--- config.mk ---
export PLATFORM = sky130hd
export DESIGN_NAME = control_unit
export DESIGN_NICKNAME = d
export VERILOG_FILES = /design/src/rtl/cu_pkg.sv /design/src/rtl/cu_timing_decoder.sv /design/src/rtl/control_unit.sv
export SDC_FILE = /design/constraint.sdc
export NUM_CORES = 1
export LEC_CHECK = 0
export CORE_ASPECT_RATIO = 0.8
export CORE_UTILIZATION = 32
export DETAILED_ROUTE_END_ITERATION = 8
export PLACE_DENSITY = 0.79
export SLEW_MARGIN = 25
export SYNTH_ARGS = -nofsm -noshare
export SYNTH_HDL_FRONTEND = slang
export SYNTH_HIERARCHICAL = 1
export SYNTH_SLANG_ARGS = --single-unit
--- constraint.sdc ---
create_clock -name clk -period 2.9 [get_ports clk]
set_input_delay 0.58 -clock clk [delete_from_list [all_inputs] [get_ports clk]]
set_output_delay 0.58 -clock clk [all_outputs]
set_load 0.05 [all_outputs]
--- src/rtl/cu_pkg.sv ---
// Shared encodings for the basic-computer hardwired control unit:
// bus source codes, ALU operation codes (shared with the ALU), opcode
// values, instruction bit positions and the control-word record.
package cu_pkg;

  // Bus source selects
  typedef enum logic [2:0] {
    BUS_NONE = 3'd0,
    BUS_AR   = 3'd1,
    BUS_PC   = 3'd2,
    BUS_DR   = 3'd3,
    BUS_AC   = 3'd4,
    BUS_IR   = 3'd5,
    BUS_TR   = 3'd6,
    BUS_MEM  = 3'd7
  } bus_sel_e;

  // ALU operation codes, identical to the ALU's own decode
  typedef enum logic [2:0] {
    ALU_AND  = 3'b000,
    ALU_ADD  = 3'b001,
    ALU_XFR  = 3'b010,
    ALU_CMA  = 3'b011,
    ALU_CIR  = 3'b100,
    ALU_CIL  = 3'b101,
    ALU_INC  = 3'b110,
    ALU_PASS = 3'b111
  } alu_op_e;

  // Opcode field IR[14:12]
  localparam logic [2:0] D_AND   = 3'd0;
  localparam logic [2:0] D_ADD   = 3'd1;
  localparam logic [2:0] D_LDA   = 3'd2;
  localparam logic [2:0] D_STA   = 3'd3;
  localparam logic [2:0] D_BUN   = 3'd4;
  localparam logic [2:0] D_BSA   = 3'd5;
  localparam logic [2:0] D_ISZ   = 3'd6;
  localparam logic [2:0] D_REGIO = 3'd7;

  // Register-reference bit positions in IR[11:0]
  localparam int RR_CLA = 11;
  localparam int RR_CLE = 10;
  localparam int RR_CMA = 9;
  localparam int RR_CME = 8;
  localparam int RR_CIR = 7;
  localparam int RR_CIL = 6;
  localparam int RR_INC = 5;
  localparam int RR_SPA = 4;
  localparam int RR_SNA = 3;
  localparam int RR_SZA = 2;
  localparam int RR_SZE = 1;
  localparam int RR_HLT = 0;

  // I/O instruction bit positions that change state here
  localparam int IO_ION = 7;
  localparam int IO_IOF = 6;

  // One cycle's worth of control, plus the internal sequencing requests
  typedef struct packed {
    bus_sel_e bus;
    logic     mem_we;
    alu_op_e  alu;
    logic     rst_tr, ld_tr, inc_tr;
    logic     rst_pc, ld_pc, inc_pc;
    logic     rst_ir, ld_ir, inc_ir;
    logic     rst_dr, ld_dr, inc_dr;
    logic     rst_ar, ld_ar, inc_ar;
    logic     rst_ac, ld_ac, inc_ac;
    logic     rst_co, ld_co, inc_co;
    logic     rst_ien, inc_ien;
    logic     rst_r, inc_r;
    logic     sc_clr;
    logic     latch_i;
    logic     halt_set;
  } ctrl_t;

  localparam ctrl_t CTRL_IDLE = '0;

  // Skip condition of the register-reference skip group; any selected
  // condition that holds causes a PC increment.
  function automatic logic reg_ref_skip(input logic [11:0] bits,
                                        input logic [15:0] ac,
                                        input logic        e);
    logic ac_zero;
    ac_zero = (ac == 16'h0000);
    return (bits[RR_SPA] & ~ac[15]) |
           (bits[RR_SNA] &  ac[15]) |
           (bits[RR_SZA] &  ac_zero) |
           (bits[RR_SZE] & ~e);
  endfunction

endpackage

--- src/rtl/cu_timing_decoder.sv ---
// Sequence counter with clear and freeze, and its one-hot T-step decode.
// The counter never leaves the range T0..T6; an out-of-range value is
// forced back to T0.
module cu_timing_decoder #(
  parameter int SC_W = 3
) (
  input  logic                   clk,
  input  logic                   reset_n,
  input  logic                   clr_i,
  input  logic                   freeze_i,
  output logic [SC_W-1:0]        sc_o,
  output logic [(1<<SC_W)-1:0]   t_o
);

  localparam logic [SC_W-1:0] SC_LAST = SC_W'(6);

  logic [SC_W-1:0] sc_q;
  logic [SC_W-1:0] sc_d;

  // Next count: illegal values recover first, then freeze, clear, wrap, step
  always_comb begin
    sc_d = sc_q;
    if (sc_q > SC_LAST) begin
      sc_d = '0;
    end else if (freeze_i) begin
      sc_d = sc_q;
    end else if (clr_i || (sc_q == SC_LAST)) begin
      sc_d = '0;
    end else begin
      sc_d = sc_q + SC_W'(1);
    end
  end

  // Sequence counter register
  always_ff @(posedge clk or negedge reset_n) begin
    if (!reset_n) begin
      sc_q <= '0;
    end else begin
      sc_q <= sc_d;
    end
  end

  // One-hot timing decode of the current step
  always_comb begin
    t_o       = '0;
    t_o[sc_q] = 1'b1;
  end

  assign sc_o = sc_q;

endmodule

--- src/rtl/control_unit.sv ---
// Hardwired control unit of the basic computer. Decodes IR and the
// datapath flags into bus selects, register controls, the memory write
// strobe and the ALU op, sequencing fetch, indirect, execute, the
// interrupt cycle and halt.
module control_unit
  import cu_pkg::*;
#(
  parameter int SC_W   = 3,
  parameter int ADDR_W = 12
) (
  input  logic            clk,
  input  logic            reset_n,
  input  logic [15:0]     instruction,
  input  logic [15:0]     ac_content,
  input  logic [15:0]     dr_content,
  input  logic            e_flag,
  input  logic            ien_flag,
  input  logic            r_flag,
  input  logic            irq_req,
  output logic [2:0]      bus_selects,
  output logic            write_enable,
  output logic [2:0]      op_select,
  output logic            reset_tr,
  output logic            load_tr,
  output logic            increment_tr,
  output logic            reset_pc,
  output logic            load_pc,
  output logic            increment_pc,
  output logic            reset_ir,
  output logic            load_ir,
  output logic            increment_ir,
  output logic            reset_dr,
  output logic            load_dr,
  output logic            increment_dr,
  output logic            reset_ar,
  output logic            load_ar,
  output logic            increment_ar,
  output logic            reset_ac,
  output logic            load_ac,
  output logic            increment_ac,
  output logic            reset_co,
  output logic            load_co,
  output logic            increment_co,
  output logic            write_tr,
  output logic            write_dr,
  output logic            write_ac,
  output logic            write_co,
  output logic            reset_ien,
  output logic            increment_ien,
  output logic            reset_R,
  output logic            increment_R,
  output logic [SC_W-1:0] sc_value,
  output logic            halted
);

  localparam int T_N = 1 << SC_W;

  logic            init_q, init_d;
  logic            i_q, i_d;
  logic            halt_q, halt_d;
  logic [SC_W-1:0] sc_s;
  logic [T_N-1:0]  t_s;
  logic [2:0]      d_s;
  logic [ADDR_W-1:0] rr_bits_s;
  logic            fetch_phase_s;
  logic            irq_take_s;
  ctrl_t           c;

  assign d_s           = instruction[14:12];
  assign rr_bits_s     = instruction[ADDR_W-1:0];
  assign fetch_phase_s = t_s[0] | t_s[1] | t_s[2];
  assign irq_take_s    = ~r_flag & ien_flag & irq_req & ~fetch_phase_s;

  cu_timing_decoder #(.SC_W(SC_W)) u_timing (
    .clk      (clk),
    .reset_n  (reset_n),
    .clr_i    (c.sc_clr | init_q),
    .freeze_i (halt_q),
    .sc_o     (sc_s),
    .t_o      (t_s)
  );

  // Control word for the current step
  always_comb begin
    c = CTRL_IDLE;
    if (!reset_n) begin
      c = CTRL_IDLE;
    end else if (init_q) begin
      c.rst_pc  = 1'b1;
      c.rst_ir  = 1'b1;
      c.rst_dr  = 1'b1;
      c.rst_ar  = 1'b1;
      c.rst_ac  = 1'b1;
      c.rst_co  = 1'b1;
      c.rst_tr  = 1'b1;
      c.rst_ien = 1'b1;
      c.rst_r   = 1'b1;
    end else if (halt_q) begin
      c = CTRL_IDLE;
    end else if (r_flag && fetch_phase_s) begin
      // Interrupt cycle: save PC at M[0], vector to address 1
      case (1'b1)
        t_s[0]: begin
          c.bus    = BUS_PC;
          c.ld_tr  = 1'b1;
          c.rst_ar = 1'b1;
        end
        t_s[1]: begin
          c.bus    = BUS_TR;
          c.mem_we = 1'b1;
          c.rst_pc = 1'b1;
        end
        t_s[2]: begin
          c.inc_pc  = 1'b1;
          c.rst_ien = 1'b1;
          c.rst_r   = 1'b1;
          c.sc_clr  = 1'b1;
        end
        default: c = CTRL_IDLE;
      endcase
    end else begin
      case (1'b1)
        t_s[0]: begin
          c.bus   = BUS_PC;
          c.ld_ar = 1'b1;
        end
        t_s[1]: begin
          c.bus    = BUS_MEM;
          c.ld_ir  = 1'b1;
          c.inc_pc = 1'b1;
        end
        t_s[2]: begin
          c.bus     = BUS_IR;
          c.ld_ar   = 1'b1;
          c.latch_i = 1'b1;
        end
        t_s[3]: begin
          if (d_s == D_REGIO) begin
            c.sc_clr = 1'b1;
            if (!i_q) begin
              // Only one AC-modifying operation wins per instruction
              if (rr_bits_s[RR_CLA]) begin
                c.rst_ac = 1'b1;
              end else if (rr_bits_s[RR_CMA]) begin
                c.alu   = ALU_CMA;
                c.ld_ac = 1'b1;
              end else if (rr_bits_s[RR_CIR]) begin
                c.alu   = ALU_CIR;
                c.ld_ac = 1'b1;
                c.ld_co = 1'b1;
              end else if (rr_bits_s[RR_CIL]) begin
                c.alu   = ALU_CIL;
                c.ld_ac = 1'b1;
                c.ld_co = 1'b1;
              end else if (rr_bits_s[RR_INC]) begin
                c.inc_ac = 1'b1;
              end else begin
                c.ld_ac = 1'b0;
              end
              c.rst_co   = rr_bits_s[RR_CLE];
              c.inc_co   = rr_bits_s[RR_CME];
              c.inc_pc   = reg_ref_skip(rr_bits_s, ac_content, e_flag);
              c.halt_set = rr_bits_s[RR_HLT];
            end else begin
              c.inc_ien = rr_bits_s[IO_ION];
              c.rst_ien = rr_bits_s[IO_IOF];
            end
          end else if (i_q) begin
            c.bus   = BUS_MEM;
            c.ld_ar = 1'b1;
          end else begin
            c.sc_clr = 1'b0;
          end
        end
        t_s[4]: begin
          case (d_s)
            D_AND, D_ADD, D_LDA, D_ISZ: begin
              c.bus   = BUS_MEM;
              c.ld_dr = 1'b1;
            end
            D_STA: begin
              c.bus    = BUS_AC;
              c.mem_we = 1'b1;
              c.sc_clr = 1'b1;
            end
            D_BUN: begin
              c.bus    = BUS_AR;
              c.ld_pc  = 1'b1;
              c.sc_clr = 1'b1;
            end
            D_BSA: begin
              c.bus    = BUS_PC;
              c.mem_we = 1'b1;
              c.inc_ar = 1'b1;
            end
            default: c.sc_clr = 1'b1;
          endcase
        end
        t_s[5]: begin
          case (d_s)
            D_AND: begin
              c.alu    = ALU_AND;
              c.ld_ac  = 1'b1;
              c.sc_clr = 1'b1;
            end
            D_ADD: begin
              c.alu    = ALU_ADD;
              c.ld_ac  = 1'b1;
              c.ld_co  = 1'b1;
              c.sc_clr = 1'b1;
            end
            D_LDA: begin
              c.alu    = ALU_XFR;
              c.ld_ac  = 1'b1;
              c.sc_clr = 1'b1;
            end
            D_BSA: begin
              c.bus    = BUS_AR;
              c.ld_pc  = 1'b1;
              c.sc_clr = 1'b1;
            end
            D_ISZ: begin
              c.inc_dr = 1'b1;
            end
            default: c.sc_clr = 1'b1;
          endcase
        end
        t_s[6]: begin
          case (d_s)
            D_ISZ: begin
              c.bus    = BUS_DR;
              c.mem_we = 1'b1;
              c.inc_pc = (dr_content == 16'h0000);
              c.sc_clr = 1'b1;
            end
            default: c.sc_clr = 1'b1;
          endcase
        end
        default: c.sc_clr = 1'b1;
      endcase
      c.inc_r = irq_take_s;
    end
  end

  // Next value of the init, indirect and halt flip-flops
  always_comb begin
    init_d = 1'b0;
    if (c.latch_i) begin
      i_d = instruction[15];
    end else begin
      i_d = i_q;
    end
    halt_d = halt_q | c.halt_set;
  end

  // Init, indirect and halt flip-flops
  always_ff @(posedge clk or negedge reset_n) begin
    if (!reset_n) begin
      init_q <= 1'b1;
      i_q    <= 1'b0;
      halt_q <= 1'b0;
    end else begin
      init_q <= init_d;
      i_q    <= i_d;
      halt_q <= halt_d;
    end
  end

  assign bus_selects   = c.bus;
  assign write_enable  = c.mem_we;
  assign op_select     = c.alu;
  assign reset_tr      = c.rst_tr;
  assign load_tr       = c.ld_tr;
  assign increment_tr  = c.inc_tr;
  assign reset_pc      = c.rst_pc;
  assign load_pc       = c.ld_pc;
  assign increment_pc  = c.inc_pc;
  assign reset_ir      = c.rst_ir;
  assign load_ir       = c.ld_ir;
  assign increment_ir  = c.inc_ir;
  assign reset_dr      = c.rst_dr;
  assign load_dr       = c.ld_dr;
  assign increment_dr  = c.inc_dr;
  assign reset_ar      = c.rst_ar;
  assign load_ar       = c.ld_ar;
  assign increment_ar  = c.inc_ar;
  assign reset_ac      = c.rst_ac;
  assign load_ac       = c.ld_ac;
  assign increment_ac  = c.inc_ac;
  assign reset_co      = c.rst_co;
  assign load_co       = c.ld_co;
  assign increment_co  = c.inc_co;
  assign write_tr      = 1'b0;
  assign write_dr      = 1'b0;
  assign write_ac      = 1'b0;
  assign write_co      = 1'b0;
  assign reset_ien     = c.rst_ien;
  assign increment_ien = c.inc_ien;
  assign reset_R       = c.rst_r;
  assign increment_R   = c.inc_r;
  assign sc_value      = sc_s;
  assign halted        = halt_q;

endmodule

==> tab_implementation.tex <==
\begin{tabular}{lr}
\hline
Metric & Value \\
\hline
\multicolumn{2}{l}{\textbf{Outcome}} \\
\quad Result of the run & completed \\
\multicolumn{2}{l}{\textbf{Clocking}} \\
\quad Master cell of the clock root buffer & clkbuf\_8 \\
\quad Max Root-Sink Buffers & 2 \\
\quad Number of buffers created by CTS & 3 \\
\quad Clk sinks & 6 \\
\quad Level count of the clock H-tree & 1 \\
\quad Clock edge transition at the registers on the reported setup and hold paths & 0.05 ns \\
\quad Clock tree from TritonCTS & built \\
\quad Worst-Skew Late Latency & 0.23 ns \\
\multicolumn{2}{l}{\textbf{STA}} \\
\quad Share of the clock period used by the worst path after layout & 99.33\% \\
\quad Min Clock Period, post-route & 2.881 ns \\
\quad Final setup vio count & 0 \\
\quad Worst-Margin Slew & 0.4976 ns \\
\quad Unrepaired setup endpoints after global routing & true \\
\quad Final Hold Viols & 0 \\
\quad Highest clock frequency the design can meet & 347.2 MHz \\
\quad Final number of max-transition violations & 0 \\
\quad Max-slew headroom at the worst pin & 66.72\% \\
\quad Post-Route Hold Slack & 0.6368 ns \\
\quad Worst Skew & 0.009392 ns \\
\multicolumn{2}{l}{\textbf{Synth}} \\
\quad Average instance area after synthesis & 6.523 um2 \\
\quad Warnings, synthesis & 6 \\
\quad Cell area after synthesis & 1285 um2 \\
\quad Count of mapped cells out of synthesis & 197 \\
\multicolumn{2}{l}{\textbf{Routing}} \\
\quad Number of vias after detailed routing & 1,877 \\
\quad Number of antenna-violating nets in the routed design & 0 \\
\quad Post-route DRC violation count & 0 \\
\quad Violation count after the first detailed-routing iteration & 98 \\
\quad Vias/cell & 5.199 \\
\quad TritonRoute pass-1 iters & 4 \\
\quad Average detailed-routed wire length per instance & 14.83 um \\
\quad Wire length reported by the detailed router & 5.352 mm \\
\multicolumn{2}{l}{\textbf{Worst hold path}} \\
\quad Type of the tightest min-delay check & register to register \\
\multicolumn{2}{l}{\textbf{Global routing}} \\
\quad Number of antenna violations at the first check in global routing & 0 \\
\quad Pin count of the biggest net entering global routing & 13 \\
\quad Number of global-route vias before repair & 1,757 \\
\quad Overall overflow remaining after global route & 0 \\
\quad Overall Global Routing Usage & 23.84\% \\
\quad First-pass GRT wire length & 7.948 mm \\
\multicolumn{2}{l}{\textbf{Cells and area}} \\
\quad Multi-input logic area & 1099 um2 \\
\quad Area taken by flip-flops and latches & 155.1 um2 \\
\quad Proportion of layout cells with a drive suffix above 1 & 35.29\% \\
\quad Net count reported at finish & 367 \\
\quad Antenna Diode Count & 0 \\
\quad Fill cell total of the finished layout & 284 \\
\quad Area grow syn2layout & 121.4\% \\
\quad Final Cell Area & 2845 um2 \\
\multicolumn{2}{l}{\textbf{Floorplanning}} \\
\quad Die Footprint & 4275 um2 \\
\quad Y dimension of the die & 58.68 um \\
\quad Initial core utilization & 33.56\% \\
\quad Count of standard-cell rows & 20 \\
\quad Die Width & 72.85 um \\
\quad IO Count & 94 \\
\quad Area of the placeable core & 3829 um2 \\
\multicolumn{2}{l}{\textbf{Power}} \\
\quad Power spent charging and discharging nets & 145.8 uW \\
\quad Relative contribution of the clock network to total power & 31.3\% \\
\quad Internal power summed over all cells & 296.6 uW \\
\quad Gate power share & 48.6\% \\
\quad Switching Fraction & 32.95\% \\
\quad Leak Pwr & 1.154 nW \\
\quad Worst VDD drop & 139.1 uV \\
\quad Sequential power share & 20.1\% \\
\quad Ratio of total power to cell area & 155.5 nW/um2 \\
\multicolumn{2}{l}{\textbf{Place}} \\
\quad Port buffer count & 87 \\
\quad Post-DP HPWL & 4.180 mm \\
\quad Global placement routability congestion & 0.8815 \\
\quad Area after DPL & 2675 um2 \\
\multicolumn{2}{l}{\textbf{Job}} \\
\quad Count of maximum capacitance violations & 0 \\
\multicolumn{2}{l}{\textbf{Critical path}} \\
\quad Critical path required time & 2.32 ns \\
\quad Worst Setup Start Kind & register \\
\quad Type of the worst setup path & register to output port \\
\quad CP Max Fanout & 5 \\
\quad WP data arrival & 2.30 ns \\
\quad Crit path capture type & output port \\
\hline
\end{tabular}
-- layout by cell type (no fill, tap or decap), types with 5 or more instances in the layout --
cell,count
buf_4,35
a21oi_1,10
and3_1,5
buf_12,28
o21ai_0,8
conb_1,7
inv_1,10
nor4_1,7
nor2_1,14
nor2_4,5
nand2_1,24
nor3_1,8
clkdlybuf4s50_1,54
-- path summary, 6_finish.rpt --
path / from / to / slack [ns] / depth (start not counted)
hold / removal: i_q$_DFFE_PN0P_ / i_q$_DFFE_PN0P_ / 0.64 / 2
setup reg to reg: u_timing/sc_o[0]$_DFFE_PN0P_ / u_timing/sc_o[2]$_DFFE_PN0P_ / 0.64 / 12
setup / recovery: u_timing/sc_o[0]$_DFFE_PN0P_ / increment_ac / 0.02 / 7
hold reg to reg: i_q$_DFFE_PN0P_ / i_q$_DFFE_PN0P_ / 0.64 / 2
min in group asynchronous: reset_n / u_timing/sc_o[0]$_DFFE_PN0P_ / 0.67 / 2
max in group asynchronous: reset_n / init_q$_DFF_PN1_ / 2.00 / 2
-- per-layer routing --
metal	vias to the layer above	routed length (um)	track usage, %
li1	911	-	-
met1	875	2148	27.41
met2	79	2692	44.86
met3	12	408	3.767
met4	0	103	8.403
met5	-	0	0
-- power groups by stage --
stage / clock network [mW] / registers [mW] / logic, mW
6_report: 0.138 / 0.0889 / 0.215
4_1_cts: 0.141 / 0.0888 / 0.210
2_1_floorplan: 0 / 0.0890 / 0.0837
5_1_grt: 0.144 / 0.0893 / 0.227
3_3_place_gp: 0 / 0.0896 / 0.202
3_5_place_dp: 0 / 0.0898 / 0.206
-- critical path, stage by stage (launching register included) --
cell and delay (ns):
dfrtp_2 0.45, inv_4 0.10, nor3_2 0.05, or3_4 0.37, or3_4 0.34, or4_4 0.47, nor2_4 0.13, buf_12 0.14
-- area by class of cell --
type / instances / area share, %
sequential: 6 / 5.453
clock buffer: 4 / 1.583
inverter: 12 / 1.671
tap: 55 / 2.419
multi-input combinational: 161 / 38.61
timing repair buffer: 123 / 50.26
-- registers in the layout, indices dropped and copies added (netlist names) --
signal         count
halted             1
u_timing/sc_o      3
i_q                1
init_q             1
-- stage by stage --
| stage | setup WS, ns | utilization [%] | std cells | TNS (ns) | total power, mW |
|---|---|---|---|---|---|
| floorplan | -0.2317 | - | 203 | -1.182 | 0.1727 |
| CTS | 0.003394 | 73.07 | 360 | 0 | 0.4404 |
| global placement | -0.3297 | 69.87 | 351 | -2.364 | 0.2921 |
| detailed placement | -0.3821 | 69.87 | 351 | -2.934 | 0.2962 |
| finish | 0.01947 | 74.31 | 361 | 0 | 0.4424 |
| global route | -0.1054 | 74.31 | 361 | -0.1813 | 0.4600 |
-- what timing repair did --
action / CTS / global route
setup buffers: 5 / 1
hold buffers: 0 / 0
pin swaps: 10 / 8
endpoints found under the setup margin: 17 / 9
resized for setup: 15 / 15
Power figures use the tool's default switching activity.
